$ cat config.mk
export PLATFORM = sky130hd
export DESIGN_NAME = clock_divider_prog
export DESIGN_NICKNAME = d
export VERILOG_FILES = /design/src/rtl/clock_divider_prog.sv
export SDC_FILE = /design/constraint.sdc
export NUM_CORES = 1
export LEC_CHECK = 0
export CORE_MARGIN = 5
export CORE_UTILIZATION = 32
export DETAILED_ROUTE_END_ITERATION = 10
export PLACE_DENSITY = 0.48
export SLEW_MARGIN = 20
export SYNTH_ARGS = -nofsm -noshare
export SYNTH_HDL_FRONTEND = slang
export SYNTH_SLANG_ARGS = --single-unit
$ cat constraint.sdc
create_clock -name clk -period 8 [get_ports clk]
set_input_delay 2.4 -clock clk [delete_from_list [all_inputs] [get_ports clk]]
set_output_delay 2.4 -clock clk [all_outputs]
set_load 0.005 [all_outputs]
$ cat src/rtl/clock_divider_prog.sv
// rtl/clock_divider_prog.sv - multi-channel programmable clock divider with period-aligned updates
module clock_divider_prog #(
    parameter int CH      = 4,
    parameter int W       = 8,
    parameter int DEF_DIV = 2
) (
    input  logic            clk,
    input  logic            reset,
    input  logic [CH-1:0]   en,
    input  logic            sync,
    input  logic [CH-1:0]   div_load,
    input  logic [CH*W-1:0] div_in,
    output logic [CH-1:0]   clk_out,
    output logic [CH-1:0]   tick,
    output logic [CH-1:0]   pending
);

    typedef enum logic {
        ST_IDLE = 1'b0,
        ST_RUN  = 1'b1
    } state_t;

    localparam logic [W-1:0] DEF_DIV_W = W'(DEF_DIV);
    localparam logic [W-1:0] ONE_W     = W'(1);
    localparam logic [W-1:0] ZERO_W    = '0;

    for (genvar c = 0; c < CH; c++) begin : g_ch

        state_t       state;
        state_t       state_nxt;
        logic [W-1:0] phase;
        logic [W-1:0] phase_nxt;
        logic [W-1:0] active;
        logic [W-1:0] active_nxt;
        logic [W-1:0] shadow;
        logic [W-1:0] shadow_nxt;
        logic         pending_q;
        logic         pending_nxt;
        logic         clk_out_q;
        logic         tick_q;

        logic [W-1:0] load_val;
        logic [W-1:0] apply_div;
        logic [W-1:0] high_len;
        logic         at_boundary;
        logic         restart;
        logic         clk_out_nxt;
        logic         tick_nxt;

        // Next-state decision: period restarts, idle start-up and shadow capture
        always_comb begin
            load_val    = div_in[c*W +: W];
            apply_div   = pending_q ? shadow : active;
            at_boundary = (state == ST_RUN) && (phase == active - ONE_W);
            restart     = (state == ST_RUN) && (at_boundary || sync);

            state_nxt   = state;
            phase_nxt   = phase;
            active_nxt  = active;
            shadow_nxt  = shadow;
            pending_nxt = pending_q;

            if (state == ST_IDLE) begin
                if (en[c] && (apply_div != ZERO_W)) begin
                    // Start a fresh period with whatever divisor is current
                    active_nxt  = apply_div;
                    pending_nxt = 1'b0;
                    state_nxt   = ST_RUN;
                    phase_nxt   = ZERO_W;
                end else if (pending_q && (shadow == ZERO_W)) begin
                    // A zero divisor parks the channel; apply it immediately
                    active_nxt  = shadow;
                    pending_nxt = 1'b0;
                end
            end else begin
                if (restart) begin
                    // Period boundary or sync: swap in the shadow, then decide run/stop
                    active_nxt  = apply_div;
                    pending_nxt = 1'b0;
                    phase_nxt   = ZERO_W;
                    if (en[c] && (apply_div != ZERO_W)) begin
                        state_nxt = ST_RUN;
                    end else begin
                        state_nxt = ST_IDLE;
                    end
                end else begin
                    phase_nxt = phase + ONE_W;
                end
            end

            // A load in the same cycle as a boundary lands after the swap,
            // so the boundary uses the previous shadow and this one waits.
            if (div_load[c]) begin
                shadow_nxt  = load_val;
                pending_nxt = 1'b1;
            end

            // High portion is ceil(N/2) cycles; N=1 gives a constant high
            high_len    = active_nxt - (active_nxt >> 1);
            clk_out_nxt = (state_nxt == ST_RUN) && (phase_nxt < high_len);
            tick_nxt    = (state_nxt == ST_RUN) && (phase_nxt == ZERO_W);
        end

        // Channel state and registered outputs decoded from the upcoming state/phase
        always_ff @(posedge clk) begin
            if (reset) begin
                state     <= ST_IDLE;
                phase     <= ZERO_W;
                active    <= DEF_DIV_W;
                shadow    <= DEF_DIV_W;
                pending_q <= 1'b0;
                clk_out_q <= 1'b0;
                tick_q    <= 1'b0;
            end else begin
                state     <= state_nxt;
                phase     <= phase_nxt;
                active    <= active_nxt;
                shadow    <= shadow_nxt;
                pending_q <= pending_nxt;
                clk_out_q <= clk_out_nxt;
                tick_q    <= tick_nxt;
            end
        end

        assign clk_out[c] = clk_out_q;
        assign tick[c]    = tick_q;
        assign pending[c] = pending_q;
    end

endmodule

* Word-level counts from Yosys, hierarchy flattened
Cells that the tools add are included.
** Operators by class
- Add/subtract/negate cells :: 12
- Multiplexer cells :: 64
- Reduce and logical (&&, ||, !) cells :: 48
- $lt $le $gt $ge :: 4
- Equal/unequal tests :: 8
** Operators with widths (count)
- $mux W8 :: 32
- $logic_not A8 Y1 :: 8
- $add A8 B1 Y8 const B :: 4
- $eq A8 B8 Y1 :: 4
- $lt A8 B8 Y1 :: 4
- $mux W1 :: 32
- $reduce_bool A8 Y1 :: 4
- $sub A8 B1 Y8 const B :: 4
- $sub A8 B7 Y8 :: 4
- $logic_and A1 B1 Y1 :: 24
- $reduce_bool A4 Y1 :: 4
- $ne A3 B2 Y1 const B :: 4
- $reduce_and A2 Y1 :: 4
- $logic_or A1 B1 Y1 :: 4
** Word-level totals
- Word-level logic and storage cells :: 164
- Register bits after elaboration :: 112
- Output and inout bits :: 12

* Logic depth before layout (Yosys ltp)
- Depth in word-level cells :: 10
- Depth in mapped cells :: 26

* Least setup slack after synthesis
Ideal clock, no wire load.
- Kind :: input to register
- Start :: input sync
- End :: register g_ch[2].clk_out_q
- Arrival time :: 5914 ps
- Stages :: 18
- Data required time :: 7941 ps
- Path buffers :: 1
- Path slack :: 2027 ps
- Setup time :: 59 ps
- Cell sequence :: clkbuf_1 inv_1 o311ai_1 o211ai_1 a22oi_1 inv_1 ha_1 fa_1 nor2b_1 o21ai_0 nand2b_1 a21oi_1 maj3_1 xnor2_1 ha_1 a21o_1 a211oi_1 o311a_1
** On the way
- Word-level cells in the longest chain between the ends :: 7
- Elaborated cells between the ends (all ways) :: 11
- Those cells by class :: 1 x add/sub; 1 x order compare; 6 x mux; 3 x reduce/logical
** Ends and longest elaborated chain
- start: declaration :: line 10 : input logic sync,
- $logic_or A1 B1 Y1 :: line 55 : restart = (state == ST_RUN) && (at_boundary || sync);
- $logic_and A1 B1 Y1 :: line 55
- $mux W8 :: line 76 : if (restart) begin
- $mux W8 :: line 63 : if (state == ST_IDLE) begin
- named net g_ch[2].active_nxt[1] :: line 34 : logic [W-1:0] active_nxt;
- $sub A8 B7 Y8 :: line 99 : high_len = active_nxt - (active_nxt >> 1);
- $lt A8 B8 Y1 :: line 100 : clk_out_nxt = (state_nxt == ST_RUN) && (phase_nxt < high_len);
- $logic_and A1 B1 Y1 :: line 100
- end signal: assignment :: line 120 : clk_out_q <= clk_out_nxt;
- end: declaration :: line 39 : logic clk_out_q;
The timed path passes the listed nets, and every way through them passes these cells.
A chain may end at the register's enable or synchronous reset.

* Final worst setup path
Ends and elaborated chain as after synthesis.

==> impl_metrics.yaml <==
synthesis:
  ys_types: 80
  avgSynthCellArea_um2: 7.964
  synth_edf_count: 0
  synth_seq_cells: 112
  synthesis.nets: 1122
  yosysWarnings: 0
  synth_area_mm2: 0.008115
  seq_area_frac_synth_pct: 27.63
  ys_async_sr_fraction_pct: 0
  synth-main-ff-cell: "dfxtp_1"
  synthCells: 1019
placement:
  port_buffers: 54
  gp_congestion: 0.7806
  dpl.hpwl_um: 16330
  dpl_cell_area_mm2: 0.008840
finish:
  syn2layout_area_growth_pct: 13.26
  num_antenna_cells: 0
  ff_latch_area_mm2: 0.002242
  drive_above_1_share_pct: 4.721
  fill_cells: 2660
  fin_area_mm2: 0.009191
  multiInputGateArea_mm2: 0.005339
  fin_nets: 1136
sta:
  finalClockSkew_ps: 10.62
  fin_tns_setup_ps: 0
  max_slew_margin_pct: 38.37
  slew_violations: 0
  period_share_pct: 81.92
  tightest_slew_ps: 901.1
  max_freq_mhz: 152.6
  whs_ps: 530.9
  hold_violations: 0
  post-route-min-period_ps: 6554
  rsz0062_at_grt: "no"
  setup_viol: 0
setup_path:
  critPathLaunchType: "input port"
  critPathRequiredTime_ps: 8300
  r2r_cells: 20
  reg2reg_to: "g_ch[1].clk_out_q$_SDFF_PP0_"
  path_class: "in -> reg"
  critPathMaxStageDelay_ps: 690
  reg2reg_slack_ps: 2570
  critPathArrivalTime_ps: 6860
  cp-end-kind: "register"
  path_cells: "clkdlybuf4s50_1 -> inv_1 -> o311ai_1 -> buf_4 -> o211ai_1 -> a22oi_1 -> inv_1 -> ha_1 -> fa_1 -> nor2b_1 -> o21ai_0 -> nand2b_1 -> a21oi_1 -> maj3_1 -> xnor2_1 -> ha_1 -> a21o_1 -> a211oi_1 -> o311a_1"
  path_max_fanout: 15
  slowest_stage: "clkdlybuf4s50_1"
  timing.rr.start: "g_ch[1].active[0]$_SDFF_PP0_"
clock_tree:
  h-tree-depth: 3
  clk_path_buf_depth: 2
  post-cts-setup-buffer-count: 0
  cts_resized: 0
  clockRootBuffer: "clkbuf_16"
  cts.reportedPaths.clkPinSlew_ps: 80
  cts_tree: "yes"
  cts_sinks: 112
  cts_buffers: 9
  insertion_delay_ps: 360
  hold_buffers: 0
die:
  die_x_um: 169.3
  initial_core_util_pct: 32.32
  io_pins: 55
  die-area_mm2: 0.02865
  coreArea_mm2: 0.02511
  core.rowCount: 58
  die_h_um: 169.3
grt:
  antenna_found_initial: 0
  globalRoute.totalOverflow: 0
  grt_pass1_wl_um: 35020
  grt_start_max_net_pins: 63
  grt_pass1_vias: 6802
  grt_usage_pct: 14.77
power:
  p_per_area_mw_per_mm2: 177.3
  power_leakage_uw: 0.003861
  vdd_drop_max_mv: 0.08051
job:
  max-cap-violations: 0
hold_path:
  min-delay-path-class: "reg -> reg"
  min-delay-start: "g_ch[3].shadow[3]$_SDFFE_PP0P_"
  hold_depth: 2
  hold_path_end: "g_ch[3].shadow[3]$_SDFFE_PP0P_"
routing:
  ant_nets: 0
  drt-total-wl_um: 21150
  vias: 7049
  viasPerCell: 5.153
  drc: 0
  detail_route.wl_per_cell_um: 15.46
  drt-pass1-iter-count: 5
  first_iter_violations: 383
outcome:
  status: "completed"
[synth_stat cells (14+ instances only)]
cell / count / area (um2)
a21oi_1: 48 / 240.2
a22oi_1: 18 / 135.1
clkbuf_1: 40 / 150.1
dfxtp_1: 112 / 2242
ha_1: 57 / 713.2
inv_1: 71 / 266.5
mux2i_1: 34 / 340.3
nand2_1: 51 / 191.4
nand2b_1: 14 / 87.58
nand3_1: 31 / 155.2
nand4_1: 15 / 93.84
nor2_1: 131 / 491.7
nor2b_1: 36 / 225.2
nor3_1: 15 / 75.07
nor4_1: 19 / 118.9
o21ai_0: 52 / 260.3
xnor2_1: 47 / 411.6
xor2_1: 23 / 201.4
[through the flow]
stage	total power (uW)	setup WS, ps	util (%)	std cells
2_1_floorplan	982.4	2027	-	1019
6_report	1630	1446	36.61	1368
3_5_place_dp	1103	1096	35.21	1352
3_3_place_gp	1103	1293	35.21	1352
4_1_cts	1655	1466	36.61	1368
5_1_grt	1739	1062	36.61	1368
[per-layer routing]
layer,up-vias,share of wire [%],GRT usage (%)
li1,3638,-,-
met1,3275,50,20.85
met2,116,45,23.67
met3,20,3.6,2.120
met4,0,1.4,3.990
met5,-,0,0
[cell families (layout without fill, tap and decap cells)]
kind of cell	Yosys count	count (layout)	synth area share, %
simple gates	371	371	22.96
compound gates	233	233	20.07
buf+inv	128	147	6.583
fa+ha+maj	63	63	9.898
mux	42	42	5.304
xor+xnor	70	70	7.555
flops	112	112	27.63
[flip-flops by register name (all words and copies together) (netlist names)]
signal / flops
g_ch.pending_q: 4
g_ch.active: 32
g_ch.shadow: 32
g_ch.state: 4
g_ch.clk_out_q: 4
g_ch.tick_q: 4
g_ch.phase: 32
[worst max-delay path: cells and delay by family]
family | cells | cell delay (ps)
xor gates and xnor gates | 1 | 140
and+or+nand+nor | 2 | 240
AOI/OAI and AO/OA | 8 | 1540
buffers and inverters | 4 | 1240
adders and majority gates | 4 | 1310
[worst max-delay path by stage]
| stage | startpoint | slack, ps | cells after the start | end |
|---|---|---|---|---|
| 2_1_floorplan | sync | 2030 | 18 | g_ch[2].clk_out_q$_SDFF_PP0_ |
| 3_3_place_gp | en[2] | 1290 | 18 | g_ch[2].clk_out_q$_SDFF_PP0_ |
| 3_5_place_dp | sync | 1100 | 19 | g_ch[2].clk_out_q$_SDFF_PP0_ |
| 4_1_cts | sync | 1470 | 19 | g_ch[2].clk_out_q$_SDFF_PP0_ |
| 5_1_grt | en[2] | 1060 | 18 | g_ch[2].clk_out_q$_SDFF_PP0_ |
| 6_report | sync | 1450 | 19 | g_ch[2].clk_out_q$_SDFF_PP0_ |
[layout by cell type, fill, tap and decap left out, types with 4 or more instances in the layout]
cell             netlist  final
o31ai_1                5      5
nand2b_1              14     14
mux2i_1               34     34
dfxtp_1              112    112
nor2_1               131    131
inv_1                 71     71
mux2_2                 8      8
nand3_1               31     31
nor3_1                15     15
nand4_1               15     15
and3_1                12     12
xnor2_1               47     47
and2_1                 9      9
clkbuf_16              0      9
a21o_1                 9      9
or3_1                  8      8
nand4b_1               4      4
o2111ai_1              4      4
nor2b_1               36     36
a32oi_1                4      4
clkdlybuf4s50_1        0     53
o21ai_1                5      5
xor2_1                23     23
a211o_1                6      6
ha_1                  57     57
o31a_1                 4      4
a31oi_1               12     12
a21oi_1               48     48
or2_2                  7      7
buf_4                 12      6
and3b_1                4      4
o21ai_0               52     52
nand2_1               51     51
o21a_1                11     11
a22oi_1               18     18
nor4_1                19     19
o211ai_1               9      9
[report_power, final]
part	internal, uW	switching [uW]	total (uW)
Clock	317	224	542
Combinational	221	249	470
Sequential	583	35.2	618
Total	1120	509	1630
[layout make-up]
cell class	count	area share [%]
well taps	330	4.492
repair buffers	59	6.262
clock inverters	6	1.225
clock buffers	10	2.600
flip-flops and latches	112	24.39
inverters	72	2.940
multi-input cells	779	58.09
Power figures use the tool's default switching activity.
==> patch (same flow settings) <==
Make the reset (`reset`) asynchronous in one clocked block.
--- a/src/rtl/clock_divider_prog.sv
+++ b/src/rtl/clock_divider_prog.sv
@@ -103,5 +103,5 @@
 
         // Channel state and registered outputs decoded from the upcoming state/phase
-        always_ff @(posedge clk) begin
+        always_ff @(posedge clk or posedge reset) begin
             if (reset) begin
                 state     <= ST_IDLE;
Check against the original RTL: differs if reset is asserted again (counterexample within 4 cycles, from zero or initial values and one cycle with reset high); with reset held inactive, the same outputs for 4 cycles.
==> patch against the original RTL <==
Synthesized area grew 2.3%; worst setup slack improved by 0.21 ns; final area is 2.1% higher; sequential cell count is the same; routed wire length is 2.0% higher; critical endpoint is now g_ch[2].clk_out_q; synthesized cell count down 12%; global-route usage is 0.18 points higher; non-clock buffer count decreased by 1.
Power is not compared: it rests on default switching activity, and its combinational part moved more than twofold at a synthesized area within 25%.
==> patch: results (changes against the original RTL) <==
- R2r startpoint: g_ch[1].active[0] (unchanged)
- Total CTS buffers: 9 (unchanged)
- Vias per Instance: 5.36 (was 5.15)
- Final nets: 1,035 (was 1,136)
- Post-cts sizing count: 0 (unchanged)
- Maximum VDD drop: approximately 100 uV
- Commonest cells in the synthesized netlist: dfrtp_1 (104), o21ai_0 (64), inv_1 (63) (was nor2_1 (131), dfxtp_1 (112), inv_1 (71))
- Top_reg_cell synth: dfrtp_1 (was dfxtp_1)
- Detailed Route WL: 21,600 um (was 21,100 um)
- Post-Route M1 WL: 10,700 um (was 10,500 um)
- Routed wl met3: 776 um (was 756 um)
- GRT Overall Usage: 0.150 (was 0.148)
- Sequential area share after synthesis: 0.339 (was 0.276)
- Initial antenna violation count: 0 (unchanged)
- Peak fanout along the critical path: 14 (was 15)
- Asr flop ratio synth: 1.00 (was 0)
- Dominant cells by area after synthesis: dfrtp_1 (31%), ha_1 (8.6%), xnor2_1 (5.7%) (was dfxtp_1 (28%), ha_1 (8.8%), nor2_1 (6.1%))
- DP Area: 9110 um2 (was 8840 um2)
- Synth unique cells: 90 (was 80)
- DP HPWL: 16,600 um (was 16,300 um)
- FF-to-FF setup slack: 2.87 ns (was 2.57 ns)
- Routed wl met2: 9760 um (was 9590 um)
- Skew final: 0.00876 ns (was 0.0106 ns)
- First-pass GRT wire length: 35,600 um (was 35,000 um)
- Worst Hold Launch: g_ch[2].shadow[7] (was g_ch[3].shadow[3])
- Vias in the first global route: 6,636 (was 6,802)
- Slew margin rel.: 0.447 (was 0.384)
- Status: finished, final reports clean (unchanged)
- Share of layout cells above drive strength 1: 0.0939 (was 0.0472)
- H-Tree Level Count: 3 (unchanged)
- Number of buffers added on ports: 54 (unchanged)
- Worst endpoint data arrival time: 6.62 ns (was 6.86 ns)
- RePlAce Congestion: 0.855 (was 0.781)
- Starting DRT DRC Count: 403 (was 383)
- Largest net degree at the start of global routing: 60 (was 63)
==> patch: cell types whose count changed after synthesis, sizes merged, moves of 9 or more <==
cell    delta
a21o      +12
mux2      +22
nand4      -9
dfxtp    -112
a21oi     -14
mux2i     -29
nor2      -86
nor2b     -19
o21ai     +16
a22oi     -10
and3      +14
o31ai     +10
clkbuf    -21
dfrtp    +104
==> patch: routing by layer <==
layer	global-route usage	vias to the layer above
met5	0	-
li1	-	3366
met1	0.212	3293
met2	0.236	135
met3	0.0245	19
met4	0.0431	0
==> patch: worst paths after layout <==
| path | end | cells past startpoint |
|---|---|---|
| min in group asynchronous | g_ch[2].tick_q | 2 |
| min reg2reg | g_ch[2].shadow[7] | 1 |
| max | g_ch[2].clk_out_q | 22 |
| max reg2reg | g_ch[1].clk_out_q | 23 |
| min | g_ch[2].shadow[7] | 1 |
| max in group asynchronous | g_ch[0].shadow[6] | 3 |
==> patch: cells by family after synthesis <==
logic type	after synthesis	synth area share
adders and majority gates	66	0.101
and+or+nand+nor	258	0.165
xor gates and xnor gates	71	0.0749
DFF	112	0.339
AOI/OAI and AO/OA	255	0.222
muxes	35	0.0467
buffers and inverters	102	0.0525
==> patch: area by class of cell <==
cell class                 instances  area (um2)
fill                            2660       16500
multi-input combinational        685        5050
inverter                          66         253
tap                              335         419
timing repair buffer              58         571
clock buffer                      12         246
sequential                       112        2810
clock inverter                     4        30.0
==> patch: critical path, stage by stage <==
cell and delay (ns):
clkdlybuf4s50_1 0.40, buf_4 0.20, inv_1 0.24, o311ai_0 0.19, nand3_1 0.19, inv_1 0.09
a21oi_1 0.31, a22o_1 0.26, ha_1 0.24, nor2b_1 0.12, o21ai_0 0.15, nand2b_1 0.11
a21o_1 0.18, a21oi_1 0.23, maj3_1 0.22, o21bai_1 0.07, xnor2_1 0.13, ha_1 0.29
and4_1 0.22, a21oi_1 0.14, nand2_1 0.06, nor3_1 0.14
==> patch: metrics by stage <==
stage,worst slack (ns),hold WS [ns],total power (W),cells,utilization
5_1_grt,1.27,0.581,0.00252,1272,0.363
4_1_cts,1.66,0.563,0.00235,1272,0.363
6_report,1.65,0.562,0.00231,1272,0.363
3_3_place_gp,1.35,0.543,0.00188,1256,0.353
2_1_floorplan,2.27,0.497,0.00162,899,-
3_5_place_dp,1.29,0.542,0.00189,1256,0.353
==> patch: power groups by stage <==
stage	clock (W)	combinational, W	sequential [W]
3_3_place_gp	0	0.00109	0.000786
4_1_cts	0.000468	0.00111	0.000774
5_1_grt	0.000483	0.00125	0.000790
3_5_place_dp	0	0.00110	0.000785
6_report	0.000444	0.00109	0.000775
2_1_floorplan	0	0.000893	0.000728
